**src/rtl/sm2c_pkg.sv**
```systemverilog
// Shared definitions for the serial sign-magnitude to two's-complement converter.
//   SM2C_N_DEFAULT : default total word width (sign bit + magnitude bits)
//   sm2c_state_e   : converter FSM states
package sm2c_pkg;

    localparam int SM2C_N_DEFAULT = 8;

    typedef enum logic [1:0] {
        IDLE = 2'd0,
        CONV = 2'd1,
        DONE = 2'd2
    } sm2c_state_e;

endpackage

```
**src/rtl/twos_bit_cell.sv**
```systemverilog
// One bit of the serial negate: for a negative word, every magnitude bit
// above the lowest set bit is inverted; bits up to and including it pass.
//   mag_bit  : current magnitude bit (LSB first)
//   sign     : latched sign of the word
//   seen_in  : a 1 has already appeared in lower magnitude bits
//   out_bit  : converted result bit
//   seen_out : updated "seen a 1" flag for the next bit
module twos_bit_cell (
    input  logic mag_bit,
    input  logic sign,
    input  logic seen_in,
    output logic out_bit,
    output logic seen_out
);

    assign out_bit  = mag_bit ^ (sign & seen_in);
    assign seen_out = seen_in | mag_bit;

endmodule

```
**src/rtl/sm_to_twos_serial.sv**
```systemverilog
// Serial sign-magnitude to two's-complement converter, one magnitude bit per
// cycle, LSB first, with a valid/ready handshake on both sides.
//   clk, rst_n           : clock, synchronous active-low reset
//   in_valid/in_ready    : input handshake (ready only while IDLE)
//   in_data   [N-1:0]    : sign-magnitude word, bit N-1 is the sign
//   out_valid/out_ready  : output handshake (valid only while DONE)
//   out_data  [N-1:0]    : two's-complement result
//   neg_zero             : result came from a -0 input (only when the
//                          SM2C_NEGZERO_EN macro is defined)
//
// state | meaning
// IDLE  | waiting for a word, in_ready high
// CONV  | converting magnitude bits 0..N-2, one per cycle
// DONE  | result presented, held until out_ready
module sm_to_twos_serial
    import sm2c_pkg::*;
#(
    parameter int N = SM2C_N_DEFAULT
) (
    input  logic         clk,
    input  logic         rst_n,
    input  logic         in_valid,
    output logic         in_ready,
    input  logic [N-1:0] in_data,
    output logic         out_valid,
    input  logic         out_ready,
    output logic [N-1:0] out_data
`ifdef SM2C_NEGZERO_EN
    ,
    output logic         neg_zero
`endif
);

    localparam int MW    = N - 1;
    localparam int IDX_W = (MW > 1) ? $clog2(MW) : 1;
    localparam logic [IDX_W-1:0] IDX_LAST = IDX_W'(MW - 1);

    sm2c_state_e state_q, state_d;

    logic             sign_q;
    logic [MW-1:0]    mag_q;
    logic [MW-1:0]    res_q;
    logic [MW:0]      res_shift;
    logic [IDX_W-1:0] idx_q;
    logic             seen_q;
    logic             cell_out;
    logic             cell_seen;
    logic             accept;
    logic             conv_last;

    twos_bit_cell u_cell (
        .mag_bit  (mag_q[0]),
        .sign     (sign_q),
        .seen_in  (seen_q),
        .out_bit  (cell_out),
        .seen_out (cell_seen)
    );

    assign accept    = (state_q == IDLE) && in_valid;
    assign conv_last = (state_q == CONV) && (idx_q == IDX_LAST);
    // Result bits enter at the top and walk down, so bit 0 lands last at LSB.
    assign res_shift = {cell_out, res_q};

    always_ff @(posedge clk) begin
        if (!rst_n) begin
            state_q <= IDLE;
        end else begin
            state_q <= state_d;
        end
    end

    always_comb begin
        state_d = state_q;
        unique case (state_q)
            IDLE:    if (in_valid)  state_d = CONV;
            CONV:    if (conv_last) state_d = DONE;
            DONE:    if (out_ready) state_d = IDLE;
            default: state_d = IDLE;
        endcase
    end

    always_ff @(posedge clk) begin
        if (!rst_n) begin
            sign_q <= 1'b0;
            mag_q  <= '0;
            res_q  <= '0;
            idx_q  <= '0;
            seen_q <= 1'b0;
        end else if (accept) begin
            sign_q <= in_data[N-1];
            mag_q  <= in_data[MW-1:0];
            res_q  <= '0;
            idx_q  <= '0;
            seen_q <= 1'b0;
        end else if (state_q == CONV) begin
            mag_q  <= mag_q >> 1;
            res_q  <= res_shift[MW:1];
            idx_q  <= idx_q + IDX_W'(1);
            seen_q <= cell_seen;
        end
    end

    // After the last bit, seen_q is exactly (magnitude != 0), which also
    // forces the -0 case to a plain zero.
    always_comb begin
        in_ready  = (state_q == IDLE);
        out_valid = (state_q == DONE);
        out_data  = {sign_q & seen_q, res_q};
`ifdef SM2C_NEGZERO_EN
        neg_zero  = (state_q == DONE) && sign_q && !seen_q;
`endif
    end

endmodule

```
**config.mk**
```make
export PLATFORM = sky130hd
export DESIGN_NAME = sm_to_twos_serial
export DESIGN_NICKNAME = d
export VERILOG_FILES = /design/src/rtl/sm2c_pkg.sv /design/src/rtl/twos_bit_cell.sv /design/src/rtl/sm_to_twos_serial.sv
export SDC_FILE = /design/constraint.sdc
export NUM_CORES = 1
export LEC_CHECK = 0
export BUFFER_PORTS_ARGS = -buffer_cell sky130_fd_sc_hd__clkbuf_2
export CELL_PAD_IN_SITES_DETAIL_PLACEMENT = 0
export CELL_PAD_IN_SITES_GLOBAL_PLACEMENT = 2
export CORE_ASPECT_RATIO = 0.9
export CORE_MARGIN = 2
export CORE_UTILIZATION = 33
export DETAILED_ROUTE_END_ITERATION = 7
export GPL_TIMING_DRIVEN = 0
export PLACE_DENSITY = 0.77
export REMOVE_ABC_BUFFERS = 1
export SETUP_SLACK_MARGIN = 0.2
export SLEW_MARGIN = 40
export SYNTH_ARGS = -nofsm -noshare
export SYNTH_HDL_FRONTEND = slang
export SYNTH_SLANG_ARGS = --single-unit
```
**constraint.sdc**
```tcl
create_clock -name clk -period 2.1 [get_ports clk]
set_input_delay 0.315 -clock clk [delete_from_list [all_inputs] [get_ports clk]]
set_output_delay 0.315 -clock clk [all_outputs]
set_load 0.05 [all_outputs]
```
==> metrics list, run 1 <==
* Cell count after placement: 156
* Number of library cell types mapped by synthesis: 28
* Total standard cell area after synthesis: 954.7 um^2
- The global routing stage identified its most utilized layer as met2.
* Hold_sp: in_data[7]
- Crit Path Category: reg -> out
- The worst path in the final design needs a cycle of 1.656 ns, including I/O delays and setup.
- Fin. Hold Viols: 0
- In this run the standard cell core region covers 2748 um^2.
* Summed area of non-filler cells in the final layout: 1087 um^2
- The worst register-to-register path has a depth of 3.
* Number of enable flip-flop cells after synthesis: 0
- Reg2Reg Setup Slack: 0.70 ns
- Drt initial violations: 13
- Cell count after synthesis: 102
- Largest cells by area after synthesis: sky130_fd_sc_hd__dfxtp_1 44%, sky130_fd_sc_hd__o221a_1 7.1%, sky130_fd_sc_hd__a21oi_1 6.8%, sky130_fd_sc_hd__nand2_1 4.7%, sky130_fd_sc_hd__nor2b_1 4.6%
- Entering global routing, the biggest net connects 21 pins.
- Final period utilization: 0.7887
* Total number of yosys warnings: 0
- Ys flop type: sky130_fd_sc_hd__dfxtp_1
* Placement Cell Area: 1059 um^2
* Total congestion overflow: 0
* Number of instances on the worst hold path: 3
- Critical path arrival: 1.34 ns
* Area growth from synthesis to final layout: 13.89%
- Final setup fails: 0
* Leading area contributor after synthesis: sky130_fd_sc_hd__dfxtp_1
* Worst min-delay path category: in -> reg
- The share of synthesized area in the top cell type comes to 0.4404.
- In this run the static leakage power is 0.0004339 uW.
- Number of antenna violations at the first check in global routing: 0
- Of the total power, registers draw 0.599.
- Number of buffers created by CTS: 3
* Flip-flop and latch count after synthesis: 21
- Final cell count without fillers: 160
- Ratio of cells with drive above 1 in the final layout: 0.2583
- DR pass1 iterations: 4
- The detail route stage leaves a number of antenna-violating nets equal to 0.
* Number of buffers inserted to repair setup after CTS: 0
- Dividing the detail-routed wire length by the instance count gives 11.10 um.
* Fill count: 303
* Post-synthesis area per instance: 9.359 um^2
- Clock-pin slew was measured on the worst setup and hold paths at 0.11 ns.
- The floorplan step set the die width to 60.70 um.
- In the global route stage, met1 resource usage came out at 0.1326.
- Of all nets on the critical path, the largest fanout is 14.
- Met2 Use GR: 0.2151
- Number of global-route vias before repair: 678
- I/O pin total: 22
* Antenna diode count: 0
* Comb power frac: 0.136
* Normalized max-slew margin: 0.7107
- Hold is met by 0.2748 ns.
- Clock tree from TritonCTS: done
- Net load switching power: 191.0 uW
- For the worst setup path, the data required time is 1.78 ns.
- Launching element type of the critical path: flip-flop
- Final HPWL from detailed placement: 1.245 mm
* Internal Dissipation: 536.7 uW
- The tool flagged a number of max-cap violations equal to 0.
- For hold timing, the worst endpoint is sign_q.
- Num rows: 18
* Wire length of the first global-routing pass: 2.918 mm
- In the final design database the tool counted 135 nets.
* Clock power frac: 0.266
- Buffer cell driving the clock tree root: sky130_fd_sc_hd__clkbuf_4
- The longest clock path from root to sink contains 2 buffers.
- Initial standard-cell utilization of the core: 0.3475
* Final RePlAce weighted congestion: 0.6155
- The number of max-slew violations in the final report was 0.
* Post-synth ARST share: 0
* RSZ-0062 raised after global routing: false
* Chip Height: 55.03 um
- CTS saw 21 sinks.
- Port buffer count: 21
- Buffers inserted to repair hold after CTS numbered 0.
* Worst setup skew after layout: 0.004262 ns
- Summing over every cut layer, the via total after detailed routing is 744.
* Outcome: complete, no violations
- Wires add up to 1.776 mm.
- GR Util met3: 0.04884
- The worst setup path is captured at an output pin.
* Total global-route track usage: 0.1203
* Seq/Total Area, Yosys: 0.4404
- Number of design rule violations left after detail routing: 0
- Insertion delay to the later sink of the worst-skew pair: 0.30 ns
* Total negative slack for setup checks: 0 ns
- In this run the critical register-to-register path is launched from state_q[0].
* CTS H-tree lvls: 1
* Worst reg2reg path endpoint: res_q[6]
- Final total power: 727.8 uW
- After detailed routing, the number of vias per cell comes to 4.650.
* Achievable clock frequency: 603.7 MHz
* Power density cells: 669.3 nW/um^2
- Die Footprint: 3340 um^2
* Slew at the pin closest to its max-slew limit: 0.4339 ns
- The worst-case IR drop observed on VDD is 0.2968 mV.
* Switching part of the total power: 0.2625
[what timing repair did]
| item | in CTS | in global routing |
|---|---|---|
| hold endpoints to repair | 0 | 0 |
| gates resized for setup | 0 | 2 |
| setup endpoints to repair | 0 | 2 |
[cell usage in the layout (no fill, tap or decap), drive strengths merged]
| master | instances |
|---|---|
| and2 | 2 |
| dfxtp | 21 |
| nand2b | 2 |
| nor3b | 3 |
| clkbuf | 25 |
| nand3b | 1 |
| nand3 | 1 |
| mux2i | 1 |
| a21oi | 13 |
| o21ba | 1 |
| inv | 4 |
| and2b | 1 |
| xor2 | 1 |
| xnor2 | 2 |
| nor2 | 10 |
| nor2b | 7 |
| ha | 2 |
| a211oi | 2 |
| and3 | 1 |
| nand2 | 12 |
| o2bb2ai | 1 |
| o221a | 6 |
| a2bb2oi | 1 |
[worst max path at each step]
stage               start         end  depth (start not counted)
6_report       state_q[1]   out_valid                          2
3_5_place_dp   state_q[0]    res_q[6]                          3
3_3_place_gp   state_q[0]    idx_q[1]                          3
5_1_grt        state_q[1]   out_valid                          2
4_1_cts        state_q[0]   out_valid                          2
2_1_floorplan  state_q[1]  state_q[1]                          3
[cell type report]
type / count / area, um^2 / share of cell area
Tap cell: 40 / 50.05 / 0.04603
Clock buffer: 4 / 26.28 / 0.02417
Timing Repair Buffer: 21 / 105.1 / 0.09666
Inverter: 4 / 15.01 / 0.01381
Multi-Input combinational cell: 70 / 467.9 / 0.4304
Sequential cell: 21 / 422.9 / 0.3890
[power groups by stage]
stage / logic (uW) / registers [uW] / clock network (uW)
detailed placement: 101 / 445 / 0
global route: 111 / 439 / 221
CTS: 101 / 436 / 205
finish: 98.7 / 436 / 193
floorplan: 66.9 / 445 / 0
global placement: 98.1 / 444 / 0
[registers in the layout, summed over array words and instances, names as in the netlist]
| name | cells |
|---|---|
| res_q | 7 |
| sign_q | 1 |
| state_q | 2 |
| mag_q | 7 |
| seen_q | 1 |
| idx_q | 3 |
[worst max-delay path, cell delays in order, from the launching register on]
cell,delay (ns)
sky130_fd_sc_hd__dfxtp_2,0.52
sky130_fd_sc_hd__nor2b_1,0.22
sky130_fd_sc_hd__clkbuf_2,0.30
[through the flow]
| step | worst slack [ns] | util |
|---|---|---|
| 2_1_floorplan | 0.4339 | - |
| 3_3_place_gp | 0.4912 | 0.3852 |
| 3_5_place_dp | 0.4602 | 0.3852 |
| 4_1_cts | 0.2402 | 0.3948 |
| 5_1_grt | 0.3460 | 0.3957 |
| 6_report | 0.4437 | 0.3957 |
[synth_stat cells, drive strengths merged (2+ instances only)]
master  instances
a211oi          2
a21oi          13
and2            2
buf             6
dfxtp          21
ha              2
inv             4
nand2          12
nand2b          2
nor2           10
nor2b           7
nor3b           3
o221a           6
xnor2           2
[routing by layer]
metal / wire length (um) / part of all wire
met5: 0 / 0
met4: 14 / 0.0079
met3: 96 / 0.054
met2: 867 / 0.49
met1: 797 / 0.45
[cell families (layout without fill, tap and decap cells)]
logic type,Yosys count,after routing,share of synthesized area
XOR/XNOR,3,3,0.02753
AO/OA/AOI/OAI,24,24,0.1940
adder cells (fa/ha/maj),2,2,0.02621
buffers and inverters,11,29,0.06945
multiplexers,1,1,0.01049
AND/OR/NAND/NOR,40,40,0.2320
flip-flops,21,21,0.4404
No activity file was read; power rests on OpenSTA's default activity.
==> run 2, diff against run 1 <==
--- a/config.mk
+++ b/config.mk
@@ -5,15 +5,16 @@
 export SDC_FILE = /design/constraint.sdc
 export NUM_CORES = 1
 export LEC_CHECK = 0
+export ABC_AREA = 1
 export BUFFER_PORTS_ARGS = -buffer_cell sky130_fd_sc_hd__clkbuf_2
 export CELL_PAD_IN_SITES_DETAIL_PLACEMENT = 0
 export CELL_PAD_IN_SITES_GLOBAL_PLACEMENT = 2
 export CORE_ASPECT_RATIO = 0.9
 export CORE_MARGIN = 2
-export CORE_UTILIZATION = 33
+export CORE_UTILIZATION = 27
 export DETAILED_ROUTE_END_ITERATION = 7
 export GPL_TIMING_DRIVEN = 0
-export PLACE_DENSITY = 0.77
+export PLACE_DENSITY = 0.72
 export REMOVE_ABC_BUFFERS = 1
 export SETUP_SLACK_MARGIN = 0.2
 export SLEW_MARGIN = 40
==> constraint.sdc (replaced) <==
create_clock -name clk -period 1.7 [get_ports clk]
set_input_delay 0.255 -clock clk [delete_from_list [all_inputs] [get_ports clk]]
set_output_delay 0.255 -clock clk [all_outputs]
set_load 0.05 [all_outputs]
==> metrics list, run 2 <==
- Chip Height: 59.41 um
- Number of antenna violations at the first check in global routing: 0
* Final period utilization: 0.8258
- Num rows: 20
- WL/cell: 9.704 um
* Ratio of cells with drive above 1 in the final layout: 0.1935
* Final HPWL from detailed placement: 1.386 mm
- Number of design rule violations left after detail routing: 0
* Clk pin slew, worst setup/hold paths: 0.07 ns
* Pin count of the biggest net entering global routing: 18
- Clock tree from TritonCTS: done
* Insertion delay to the later sink of the worst-skew pair: 0.26 ns
* Ys flop type: sky130_fd_sc_hd__dfxtp_1
- Maximum net fanout on the critical path: 4
* Final RePlAce weighted congestion: 0.6709
* Cell types with the highest counts after synthesis: 45 x sky130_fd_sc_hd__nand2_1, 21 x sky130_fd_sc_hd__dfxtp_1, 18 x sky130_fd_sc_hd__nor2_1, 13 x sky130_fd_sc_hd__inv_1, 12 x sky130_fd_sc_hd__a21oi_1
* List of cells traversed by the critical path: inv_1 > nor2_1 > clkbuf_4
* Count of hold-fix buffers inserted at cts: 0
- Total congestion overflow: 0
- Outcome: complete, no violations
- The share of the Yosys chip area taken by registers is 0.4565.
- Leading area contributor after synthesis: sky130_fd_sc_hd__dfxtp_1
- Across every metal layer, demand over resource in global routing totals 0.1119.
- Minimum clock period after layout: 1.404 ns
* Buffer depth of the longest clock path: 2
* Number of global-route vias before repair: 740
* Fraction of synthesized cell area taken by the top area cell type: 0.4565
- Total standard cell area after synthesis: 920.9 um^2
- For this block, the via count after detailed routing is 831.
* Peak ir drop on the vdd network: 0.3670 mV
* CP max stage delay: 0.44 ns
* DR pass1 iterations: 4
- Post-synth ARST share: 0
- Final routed wirelength across all metal layers: 1.931 mm
- From left edge to right edge, the die measures 65.56 um.
- The number of buffers and inverters on the critical path is 2.
- The floorplan step defined a die boundary enclosing 3895 um^2.
* Final setup fails: 0
- STA classifies the critical path startpoint as a flip-flop.
* Most common library cell in the layout ignoring fill and taps: sky130_fd_sc_hd__nand2_1
- Overall power consumption after layout is estimated at 958.6 uW.
- For this block, the initial DRC count from the detailed router was 38.
- Total number of yosys warnings: 0
* Area growth from synthesis to final layout: 21.20%
* Worst setup skew after layout: 0.002923 ns
* Required time of the worst setup path: 1.44 ns
- Flip-flop and latch count after synthesis: 21
* Number of enable flip-flop cells after synthesis: 0
* Placement Cell Area: 1061 um^2
* Crit Path Category: reg -> out
* CTS H-tree lvls: 1
* Leakage: 0.0005454 uW
- The first global-routing pass estimated 3.243 mm of wire.
- The number of setup buffers added after CTS is 0.
- The region available for standard cell placement spans 3328 um^2.
- Achievable clock frequency: 712.3 MHz
- After routing, the total negative slack on setup checks comes to 0 ns.
- Number of buffers created by CTS: 3
* Largest cells by area after synthesis: sky130_fd_sc_hd__dfxtp_1 46%, sky130_fd_sc_hd__nand2_1 18%, sky130_fd_sc_hd__nor2_1 7.3%, sky130_fd_sc_hd__a21oi_1 6.5%, sky130_fd_sc_hd__inv_1 5.3%
- Post-synthesis area per instance: 6.924 um^2
- The worst setup path is captured at an output pin.
* Max-slew violation total from the final report: 0
- For the pin with the worst max-slew slack, the measured transition is 0.4151 ns.
- Counting distinct cell types in the post-synthesis netlist gives 19.
* Fin. Hold Viols: 0
- The largest registers in the layout are mag_q x7, res_q x7, idx_q x3.
* Count of clock tree sinks: 21
* Power density cells: 858.9 nW/um^2
* Post-Route Hold Slack: 0.2379 ns
- In the routed layout, each cell is associated on average with a via count of 4.176.
- For this configuration, the core starts out at a cell density of 0.2767.
* Normalized max-slew margin: 0.7226
* Most used cells in the layout excluding fill and tap cells: 45 x sky130_fd_sc_hd__nand2_1, 21 x sky130_fd_sc_hd__dfxtp_1, 19 x sky130_fd_sc_hd__clkbuf_2
- Cell count after synthesis: 133
- The net count of the finished layout is 170.
- Max-cap violations in this run came to 0.
* I/O pin total: 22
- The largest individual stage delay along the critical path comes from the cell sky130_fd_sc_hd__dfxtp_1.
- Buffer cell driving the clock tree root: sky130_fd_sc_hd__clkbuf_8
- In the post-synthesis netlist, the cell with the most instances is sky130_fd_sc_hd__nand2_1.
* Antenna diode count: 0
* Critical path arrival: 1.15 ns
* Critical path's top delay family: flip-flops
* Residual antenna-violating net count after detailed routing: 0
- Summed area of non-filler cells in the final layout: 1116 um^2
- Worst min-delay path category: in -> reg
- Port buffer count: 21
- RSZ-0062 raised after global routing: false
-- run 2: changes by cell type in the layout (fill, tap and decap cells not counted), sizes merged, moves of 3 or more --
cell   change
inv       +10
nand2     +35
nand3      +7
nor2      +10
nor2b      -7
nor3b      -3
o21ai      +3
o221a      -6
-- run 2: report_power, final --
group | switching, uW | internal, uW
clock network | 153 | 167
registers | 13.3 | 509
logic | 78.4 | 37.4
total | 245 | 714
-- run 2: final cells by class --
cell class	count	area (um^2)
fillers	373	2212
multi-input cells	94	429.2
flip-flops and latches	21	420.4
repair buffers	21	110.1
inverters	15	56.30
well taps	44	55.05
clock buffers	4	45.04
-- run 2: kinds of logic (layout without fill, tap and decap cells) --
logic type / after synthesis / in the layout / synth area share
buf+inv: 18 / 40 / 0.08287
xor+xnor: 1 / 1 / 0.009513
fa+ha+maj: 2 / 2 / 0.02717
flops: 21 / 21 / 0.4565
simple gates: 76 / 76 / 0.3383
compound gates: 15 / 15 / 0.08560
-- run 2: worst register-to-register path, stage by stage, from the launching register on --
cell	delay, ns
sky130_fd_sc_hd__dfxtp_1	0.48
sky130_fd_sc_hd__inv_2	0.08
sky130_fd_sc_hd__nor2_4	0.33
sky130_fd_sc_hd__nand2_1	0.11
sky130_fd_sc_hd__nand2_1	0.09
sky130_fd_sc_hd__nor2_1	0.04
sky130_fd_sc_hd__nor2_1	0.07
-- run 2: what timing repair did --
item	4_1_cts	5_1_grt
cloned	0	0
setup endpoints to repair	1	1
resized for setup	2	2
pin swaps	0	0
-- run 2: path summary, 6_finish.rpt --
check,start,endpoint,slack [ns],cells after the start
worst min-delay path,in_data[6],mag_q[6],0.24,3
worst max-delay path,state_q[1],out_valid,0.30,3
worst max register to register,state_q[0],mag_q[3],0.43,6
worst min register to register,seen_q,seen_q,0.45,2
-- run 2: routing by layer --
metal / global-route usage / share of wire / vias up
met1: 0.1379 / 0.50 / 367
met4: 0.04464 / 0.015 / 0
met2: 0.1749 / 0.45 / 9
li1: - / - / 450
met3: 0.04563 / 0.032 / 5
met5: 0 / 0 / -
-- run 2: stage by stage --
stage	setup slack, ns	utilization	std cells
floorplan	0.2694	-	130
global placement	0.4325	0.3188	195
detailed placement	0.4221	0.3188	195
CTS	0.2319	0.3346	199
global route	0.2011	0.3353	199
finish	0.2961	0.3353	199
